### src/rtl/pe_pkg.sv
// Shared types and the saturating adder for the weight-stationary PE.
package pe_pkg;

  typedef enum logic {
    PE_MODE_SYSTOLIC = 1'b0,
    PE_MODE_ACC      = 1'b1
  } pe_mode_t;

  localparam int PE_PIPE_LAT = 2;
  // Operands are widened to this before adding, so PSUM_WIDTH must stay below it.
  localparam int PE_MAX_W = 128;

  typedef struct packed {
    logic                ovf;
    logic [PE_MAX_W-1:0] sum;
  } pe_add_t;

  // a and b arrive already sign/zero-extended from w bits, so the exact sum fits.
  function automatic pe_add_t pe_sat_add(input logic [PE_MAX_W-1:0] a,
                                         input logic [PE_MAX_W-1:0] b,
                                         input int unsigned         w,
                                         input logic                is_signed,
                                         input logic                sat_en);
    logic [PE_MAX_W-1:0] s;
    logic [PE_MAX_W-1:0] hi;
    logic [PE_MAX_W-1:0] lo;
    pe_add_t             r;
    s     = a + b;
    r.sum = s;
    r.ovf = 1'b0;
    hi    = '0;
    lo    = '0;
    if (sat_en) begin
      if (is_signed) begin
        hi = (PE_MAX_W'(1) << (w - 1)) - PE_MAX_W'(1);
        lo = ~hi;
        if ($signed(s) > $signed(hi)) begin
          r.sum = hi;
          r.ovf = 1'b1;
        end else if ($signed(s) < $signed(lo)) begin
          r.sum = lo;
          r.ovf = 1'b1;
        end
      end else begin
        hi = (PE_MAX_W'(1) << w) - PE_MAX_W'(1);
        if (s > hi) begin
          r.sum = hi;
          r.ovf = 1'b1;
        end
      end
    end
    return r;
  endfunction

endpackage

### src/rtl/pe_mul_stage.sv
// Stage 1 of the PE: signed/unsigned multiply plus capture of psum and beat controls.
module pe_mul_stage
  import pe_pkg::*;
#(
  parameter int DW = 8,
  parameter int PW = 32
) (
  input  logic            clk_i,
  input  logic            rstn_i,
  input  logic            clear_i,
  input  logic            vld_i,
  input  logic            signed_i,
  input  logic            acc_mode_i,
  input  logic [DW-1:0]   a_i,
  input  logic [DW-1:0]   w_i,
  input  logic [PW-1:0]   psum_i,
  output logic            vld_o,
  output logic            signed_o,
  output pe_mode_t        mode_o,
  output logic [2*DW-1:0] prod_o,
  output logic [PW-1:0]   psum_o
);

  logic signed [DW:0]     a_x;
  logic signed [DW:0]     w_x;
  logic signed [2*DW+1:0] prod_full;
  logic [2*DW-1:0]        prod_d;
  logic                   unused_prod_hi;

  logic            vld_q;
  logic            signed_q;
  pe_mode_t        mode_q;
  logic [2*DW-1:0] prod_q;
  logic [PW-1:0]   psum_q;

  // One extra bit lets a single signed multiplier serve both operand modes.
  always_comb begin
    a_x       = {signed_i & a_i[DW-1], a_i};
    w_x       = {signed_i & w_i[DW-1], w_i};
    prod_full = a_x * w_x;
    prod_d    = prod_full[2*DW-1:0];
  end

  assign unused_prod_hi = ^prod_full[2*DW+1:2*DW];

  always_ff @(posedge clk_i) begin
    if (!rstn_i) begin
      vld_q    <= 1'b0;
      signed_q <= 1'b0;
      mode_q   <= PE_MODE_SYSTOLIC;
      prod_q   <= '0;
      psum_q   <= '0;
    end else begin
      vld_q <= clear_i ? 1'b0 : vld_i;
      if (vld_i) begin
        prod_q   <= prod_d;
        psum_q   <= psum_i;
        signed_q <= signed_i;
        mode_q   <= pe_mode_t'(acc_mode_i);
      end
    end
  end

  assign vld_o    = vld_q;
  assign signed_o = signed_q;
  assign mode_o   = mode_q;
  assign prod_o   = prod_q;
  assign psum_o   = psum_q;

endmodule

### src/rtl/pe_ws_pipe.sv
// Weight-stationary MAC PE with double-buffered weight and a two-stage multiply/add pipe.
module pe_ws_pipe
  import pe_pkg::*;
#(
  parameter int DATA_WIDTH_IN = 8,
  parameter int PSUM_WIDTH    = 32,
  parameter bit SAT_EN        = 1'b1
) (
  input  logic                     clk_i,
  input  logic                     rstn_i,
  input  logic                     clear_i,
  input  logic                     signed_i,
  input  logic                     acc_mode_i,
  input  logic                     weight_vld_i,
  input  logic [DATA_WIDTH_IN-1:0] weight_i,
  input  logic                     weight_swap_i,
  output logic [DATA_WIDTH_IN-1:0] weight_o,
  output logic                     weight_vld_o,
  input  logic                     active_vld_i,
  input  logic [DATA_WIDTH_IN-1:0] active_i,
  output logic [DATA_WIDTH_IN-1:0] active_o,
  output logic                     active_vld_o,
  input  logic [PSUM_WIDTH-1:0]    psum_i,
  output logic [PSUM_WIDTH-1:0]    psum_o,
  output logic                     psum_vld_o,
  output logic                     sat_o
);

  localparam int PW = 2 * DATA_WIDTH_IN;

  logic [DATA_WIDTH_IN-1:0] shadow_q, active_w_q, act_q;
  logic                     wvld_q, act_vld_q;
  logic [PSUM_WIDTH-1:0]    psum_q, psum_d;
  logic                     psum_vld_q, sat_q, sat_d;

  logic                  vld1, signed1;
  pe_mode_t              mode1;
  logic [PW-1:0]         prod1;
  logic [PSUM_WIDTH-1:0] psum1;
  logic [PSUM_WIDTH-1:0] prod_x, base;
  pe_add_t               add_r;
  logic                  unused_sum_hi;

  function automatic logic [PE_MAX_W-1:0] widen(input logic [PSUM_WIDTH-1:0] v,
                                                input logic                  s);
    return {{(PE_MAX_W-PSUM_WIDTH){s & v[PSUM_WIDTH-1]}}, v};
  endfunction

  pe_mul_stage #(.DW(DATA_WIDTH_IN), .PW(PSUM_WIDTH)) u_mul (
    .clk_i      (clk_i),
    .rstn_i     (rstn_i),
    .clear_i    (clear_i),
    .vld_i      (active_vld_i),
    .signed_i   (signed_i),
    .acc_mode_i (acc_mode_i),
    .a_i        (active_i),
    .w_i        (active_w_q),
    .psum_i     (psum_i),
    .vld_o      (vld1),
    .signed_o   (signed1),
    .mode_o     (mode1),
    .prod_o     (prod1),
    .psum_o     (psum1)
  );

  always_comb begin
    prod_x = {{(PSUM_WIDTH-PW){signed1 & prod1[PW-1]}}, prod1};
    base   = (mode1 == PE_MODE_ACC) ? psum_q : psum1;
    add_r  = pe_sat_add(widen(base, signed1), widen(prod_x, signed1),
                        PSUM_WIDTH, signed1, SAT_EN);
    psum_d = vld1 ? add_r.sum[PSUM_WIDTH-1:0] : psum_q;
    sat_d  = sat_q | (vld1 & add_r.ovf);
  end

  assign unused_sum_hi = ^add_r.sum[PE_MAX_W-1:PSUM_WIDTH];

  always_ff @(posedge clk_i) begin
    if (!rstn_i) begin
      shadow_q   <= '0;
      active_w_q <= '0;
      wvld_q     <= 1'b0;
      act_q      <= '0;
      act_vld_q  <= 1'b0;
      psum_q     <= '0;
      psum_vld_q <= 1'b0;
      sat_q      <= 1'b0;
    end else begin
      if (weight_vld_i)  shadow_q   <= weight_i;
      if (weight_swap_i) active_w_q <= shadow_q;
      wvld_q    <= weight_vld_i;
      act_q     <= active_i;
      act_vld_q <= active_vld_i;
      if (clear_i) begin
        psum_q     <= '0;
        psum_vld_q <= 1'b0;
        sat_q      <= 1'b0;
      end else begin
        psum_q     <= psum_d;
        psum_vld_q <= vld1;
        sat_q      <= sat_d;
      end
    end
  end

  assign weight_o     = shadow_q;
  assign weight_vld_o = wvld_q;
  assign active_o     = act_q;
  assign active_vld_o = act_vld_q;
  assign psum_o       = psum_q;
  assign psum_vld_o   = psum_vld_q;
  assign sat_o        = sat_q;

endmodule

### config.mk
export PLATFORM = sky130hd
export DESIGN_NAME = pe_ws_pipe
export DESIGN_NICKNAME = d
export VERILOG_FILES = /design/src/rtl/pe_pkg.sv /design/src/rtl/pe_mul_stage.sv /design/src/rtl/pe_ws_pipe.sv
export SDC_FILE = /design/constraint.sdc
export NUM_CORES = 1
export LEC_CHECK = 0
export BUFFER_PORTS_ARGS = -buffer_cell sky130_fd_sc_hd__buf_2
export CAP_MARGIN = 20
export CORE_UTILIZATION = 60
export DETAILED_ROUTE_END_ITERATION = 8
export PLACE_DENSITY = 0.82
export SETUP_SLACK_MARGIN = 0.2
export SYNTH_ARGS = -nofsm -noshare
export SYNTH_HDL_FRONTEND = slang
export SYNTH_HIERARCHICAL = 1
export SYNTH_SLANG_ARGS = --single-unit
### constraint.sdc
create_clock -name clk_i -period 7.03 [get_ports clk_i]
set_input_delay 1.7575 -clock clk_i [delete_from_list [all_inputs] [get_ports clk_i]]
set_output_delay 1.7575 -clock clk_i [all_outputs]
set_load 0.01 [all_outputs]
* Yosys cells after proc, flatten, opt, wreduce, memory -nomap -nowiden *
Index checks and enable logic that the tools add are counted.

word-level totals
  output and inout bits = 52
  register bits after elaboration = 111
  input bits = 56

cells by class
  bitwise operators = 8
  reduce and logical (&&, ||, !) cells = 1
  multipliers = 1
  magnitude comparators = 3
  $add $sub $neg = 1
  mux-type cells = 5

operators by type and width
  cell                   number
  $mux 129               4
  $gt 128x32->1 const B  1
  $add 33x33->34         1
  $gt 34x32->1 const B   1
  $lt 34x32->1 const B   1
  $mux 32                1
  $mul 9x9->16           1
  $and 1x1->1            6
  $reduce_or 2->1        1
  $not 1->1              1
  $or 1x1->1             1

* Depth between registers and ports, before layout *
  depth in word-level cells = 9
  depth in mapped cells = 19
  depth with buffers taken out = 18

* Modules after synthesis *
Netlist, hierarchy kept.

by module, submodules not included
  module        cells an instance  area each (um^2)  seq. area each (um^2)  times used
  pe_mul_stage  484                4618.2            1021.0                 1
  pe_ws_pipe    481                4454.3            1201.2                 1

* Least setup slack after synthesis *
Ideal clock, no wire load.

  path type = input to register
  from = in signed_i
  to = reg u_mul.prod_q[15] (netlist: u_mul/prod_o[15])
  required time = 6910 ps
  setup slack = 418 ps
  data arrival time = 6492 ps
  stages = 17
  library setup time = 120 ps
  buffers on the path = 1
  path through = clkbuf_1 > nand2_1 > or2_2 > fa_1 > fa_1 > inv_1 > fa_1 > fa_1 > inv_1 > fa_1 > inv_1 > ha_1 > and3_1 > a211o_1 > a311oi_1 > or3_1 > nand3_1

between the ends
  cells in the longest elaborated chain, start to end = 2
  elaborated cells on any way between the ends = 3
  those cells by class = mul (1); bitwise (2)

ends and longest elaborated chain
  item                                   RTL line                                text
  start, declared                        pe_ws_pipe.sv:12                        input logic signed_i,
  $and 1x1->1, on equally long branches  pe_mul_stage.sv:38, pe_mul_stage.sv:39
  $mul 9x9->16 *                         pe_mul_stage.sv:40                      prod_full = a_x * w_x;
  end signal, assigned                   pe_mul_stage.sv:56                      prod_q <= prod_d;
  end, declared                          pe_mul_stage.sv:33                      logic [2*DW-1:0] prod_q;

Mark *: on every way between the ends. The rest lies on a longest branch, timed or not.
A chain may end at the register's enable or synchronous reset.

* Final worst setup path *
Same ends and word-level chain as after synthesis.

==> run_results.csv <==
group,metric,value,unit
pwr,peakVddDrop,0.103,mV
detailed_routing,drtPass1Iterations,7,
synth,ys_seq_area_share,24.5,%
sta,rsz0062_at_grt,"no",
run,cap_viol_max_count,0,
setup_path,cpLargestDelayFamily,"adder cells",
placed_design,gp_congestion,0.913,
floorplan,core_area,14600,um^2
clock_network,clk_root_buffer_cell,"clkbuf_16",
grt,first_global_vias,7048,
detailed_routing,wl_per_cell,16.1,um
clock_network,clkTransAtPathRegs,0.07,ns
setup_path,startpoint_type,"primary input",
synth,synth_simple_gate_area_share,15.5,%
sta,maxSlewHeadroom,32.1,%
min_path,hold_class,"register to register",
synth,yosysTopAreaCell,"dfxtp_1",
final_layout,drive_above_1_share,17.2,%
sta,fin_skew,0.00554,ns
final_layout,final_area,9910,um^2
floorplan,die_w,125,um
sta,period_share,90.3,%
pwr,switching_share,29.3,%
detailed_routing,route.detailed.drc,14,
setup_path,cp_num_buf_inv,4,
pwr,p_seq_share,46.8,%
pwr,p_per_area,147,nW/um^2
synth,synth_top_family_by_area,"adder cells",
synth,synth.distinct_cells,69,
synth,avgSynthCellArea,9.40,um^2
placed_design,dp_slack,0.337,ns
sta,worst_pin_slew,1.01,ns
clock_network,cts_resized,0,
detailed_routing,ant_nets,0,
clock_network,cts_setup_buffers,0,
clock_network,cts_buffer_depth,2,
pwr,switchingPower,0.426,mW
clock_network,numCtsBuffers,9,
pwr,pwr-share-clk,32.8,%
grt,grt_max_degree,79,
sta,slew_viol_final,0,
pwr,p_leak,4.87,nW
synth,synthArstFlopShare,0,%
detailed_routing,drt_iter0_drc,518,
synth,netlist_area,9070,um^2
final_layout,nNetsFinal,1223,
sta,hold_viol_final,0,
sta,setup_viol_count_final,0,
detailed_routing,viasPerCell,5.74,
synth,ys_ff_latch,111,
clock_network,htree_levels,3,
floorplan,die-area,15600,um^2
setup_path,end_kind,"register",
clock_network,holdBufCountCts,0,
sta,period_needed,6.35,ns
floorplan,num_rows,44,
placed_design,placedCellCount,1210,
synth,ys_warn_count,6,
detailed_routing,routed_wl,19800,um
synth,synth_xor_area_share,4.33,%
setup_path,crit_top_cell,"fa_1",
clock_network,cts_tree,"yes",
final_layout,final_cells,1226,
synth,syn-num-nets,1151,
final_layout,syn_to_final_growth,9.24,%
final_layout,final_core_util,67.7,%
floorplan,die_h,125,um
setup_path,cp_max_fo,10,
sta,holdWs,0.490,ns
synth,synth_compound_area_share,14.7,%
detailed_routing,vias,7035,
placed_design,place_area,9640,um^2
synth,synthAdderAreaFrac,23.2,%
synth,synth_area_leaders,"dfxtp_1, fa_1, ha_1",
setup_path,critical-path-max-stage-delay,0.54,ns
outcome,outcome,"finished, violations left",
placed_design,port_buffers,107,
synth,ys.flop_type,"dfxtp_1",
final_layout,n_antenna_cell,0,
setup_path,crit_slowest_cell,"fa_1",
synth,synth_top_area_share,24.5,%
grt,antenna_found_initial,0,
pwr,p_comb_share,20.4,%
grt,grt_pass1_wl,33300,um
floorplan,start_util,62.0,%
setup_path,required,7.28,ns
sta,fin_ws,0.683,ns
sta,fin_tns_setup,0,ns
pwr,p_int,1.03,mW
final_layout,num-fill-cells,1145,
grt,track_usage,26.3,%
setup_path,path_class,"primary input to register",
synth,synth_edf_count,0,
clock_network,clk_latency,0.37,ns
outcome,violations,"DRC",
sta,fmax,0.158,GHz
setup_path,path_cells,"buf_2 -> nand2_1 -> or2_2 -> fa_1 -> fa_1 -> inv_1 -> fa_1 -> fa_1 -> inv_1 -> fa_1 -> inv_1 -> ha_1 -> and3_1 -> a211o_1 -> a311oi_1 -> or3_1 -> nand3_1",
floorplan,ios,108,
placed_design,dp_hpwl,15100,um
setup_path,critPathArrivalTime,6.60,ns
grt,grt_overflow_total,0,
synth,syn_inst,965,
synth,synth.area.mux_share,10.9,%
pwr,p_total,1.45,mW
clock_network,cts_sinks,111,
[metal layers]
| metal | GRT usage [%] | up-vias | share of wire, % |
|---|---|---|---|
| met3 | 4.02 | 52 | 3.9 |
| met5 | 0 | - | 0 |
| met1 | 31.6 | 3370 | 42 |
| met2 | 46.5 | 187 | 50 |
| li1 | - | 3426 | - |
| met4 | 12.1 | 0 | 3.5 |
[layout by cell type (no fill, tap or decap), drive strengths merged, types with 5 or more instances in the layout]
cell type / n
a21o: 14
a21oi: 41
and2: 44
and3: 6
buf: 113
clkbuf: 11
dfxtp: 111
fa: 64
ha: 66
inv: 105
mux2: 32
mux2i: 62
nand2: 68
nand2b: 8
nand3: 14
nand4: 7
nor2: 31
nor2b: 68
nor3: 5
o21a: 7
o21ai: 25
o221a: 32
or3: 5
xnor2: 31
xor2: 13
[worst min-delay path, stage by stage (launching register included)]
cell and delay, ns:
dfxtp_1 0.32, nand2b_1 0.06, a21boi_0 0.06
[worst paths after layout]
| path | cells past startpoint | endpoint | startpoint | slack, ns |
|---|---|---|---|---|
| worst max-delay path | 17 | u_mul/prod_o[15] | signed_i | 0.68 |
| worst min-delay path | 2 | u_mul/prod_o[0] | u_mul/prod_o[0] | 0.49 |
| worst max register to register | 16 | u_mul/prod_o[15] | active_w_q[7] | 1.73 |
| worst min register to register | 2 | u_mul/prod_o[0] | u_mul/prod_o[0] | 0.49 |
[cell families (layout without fill, tap and decap cells)]
family | count (synthesis) | in the layout
DFF | 111 | 111
xor gates and xnor gates | 44 | 44
muxes | 94 | 94
and+or+nand+nor | 265 | 265
AOI/OAI and AO/OA | 165 | 165
buffers and inverters | 156 | 233
adders and majority gates | 130 | 130
[cells in the mapped netlist (all sizes together), types with 14 or more instances]
library cell and count:
dfxtp 111, inv 104, nand2 68, nor2b 68, ha 66, fa 64, mux2i 62, and2 44
a21oi 41, clkbuf 35, mux2 32, o221a 32, nor2 31, xnor2 31, o21ai 25, buf 17
a21o 14, nand3 14
[final cells by class]
type	count	area [um^2]	area share (%)
clock buffers	11	233	2.35
clock inverters	5	33.8	0.341
inverters	104	390	3.94
multi-input cells	698	6220	62.8
flip-flops and latches	111	2220	22.4
well taps	184	230	2.32
repair buffers	113	581	5.86
[power by group through the flow]
stage	clock network (mW)	logic, mW	registers [mW]
floorplan	0	0.220	0.690
global placement	0	0.289	0.694
detailed placement	0	0.297	0.695
CTS	0.485	0.299	0.680
global route	0.509	0.332	0.684
finish	0.478	0.297	0.680
[sequential cells by signal, indices dropped and copies added (netlist names), 8 cells and up]
| signal | flops |
|---|---|
| active_w_q | 8 |
| psum_o | 32 |
| u_mul/psum_o | 32 |
| active_o | 8 |
| u_mul/prod_o | 16 |
| weight_o | 8 |
(Power assumes the default switching activity.)
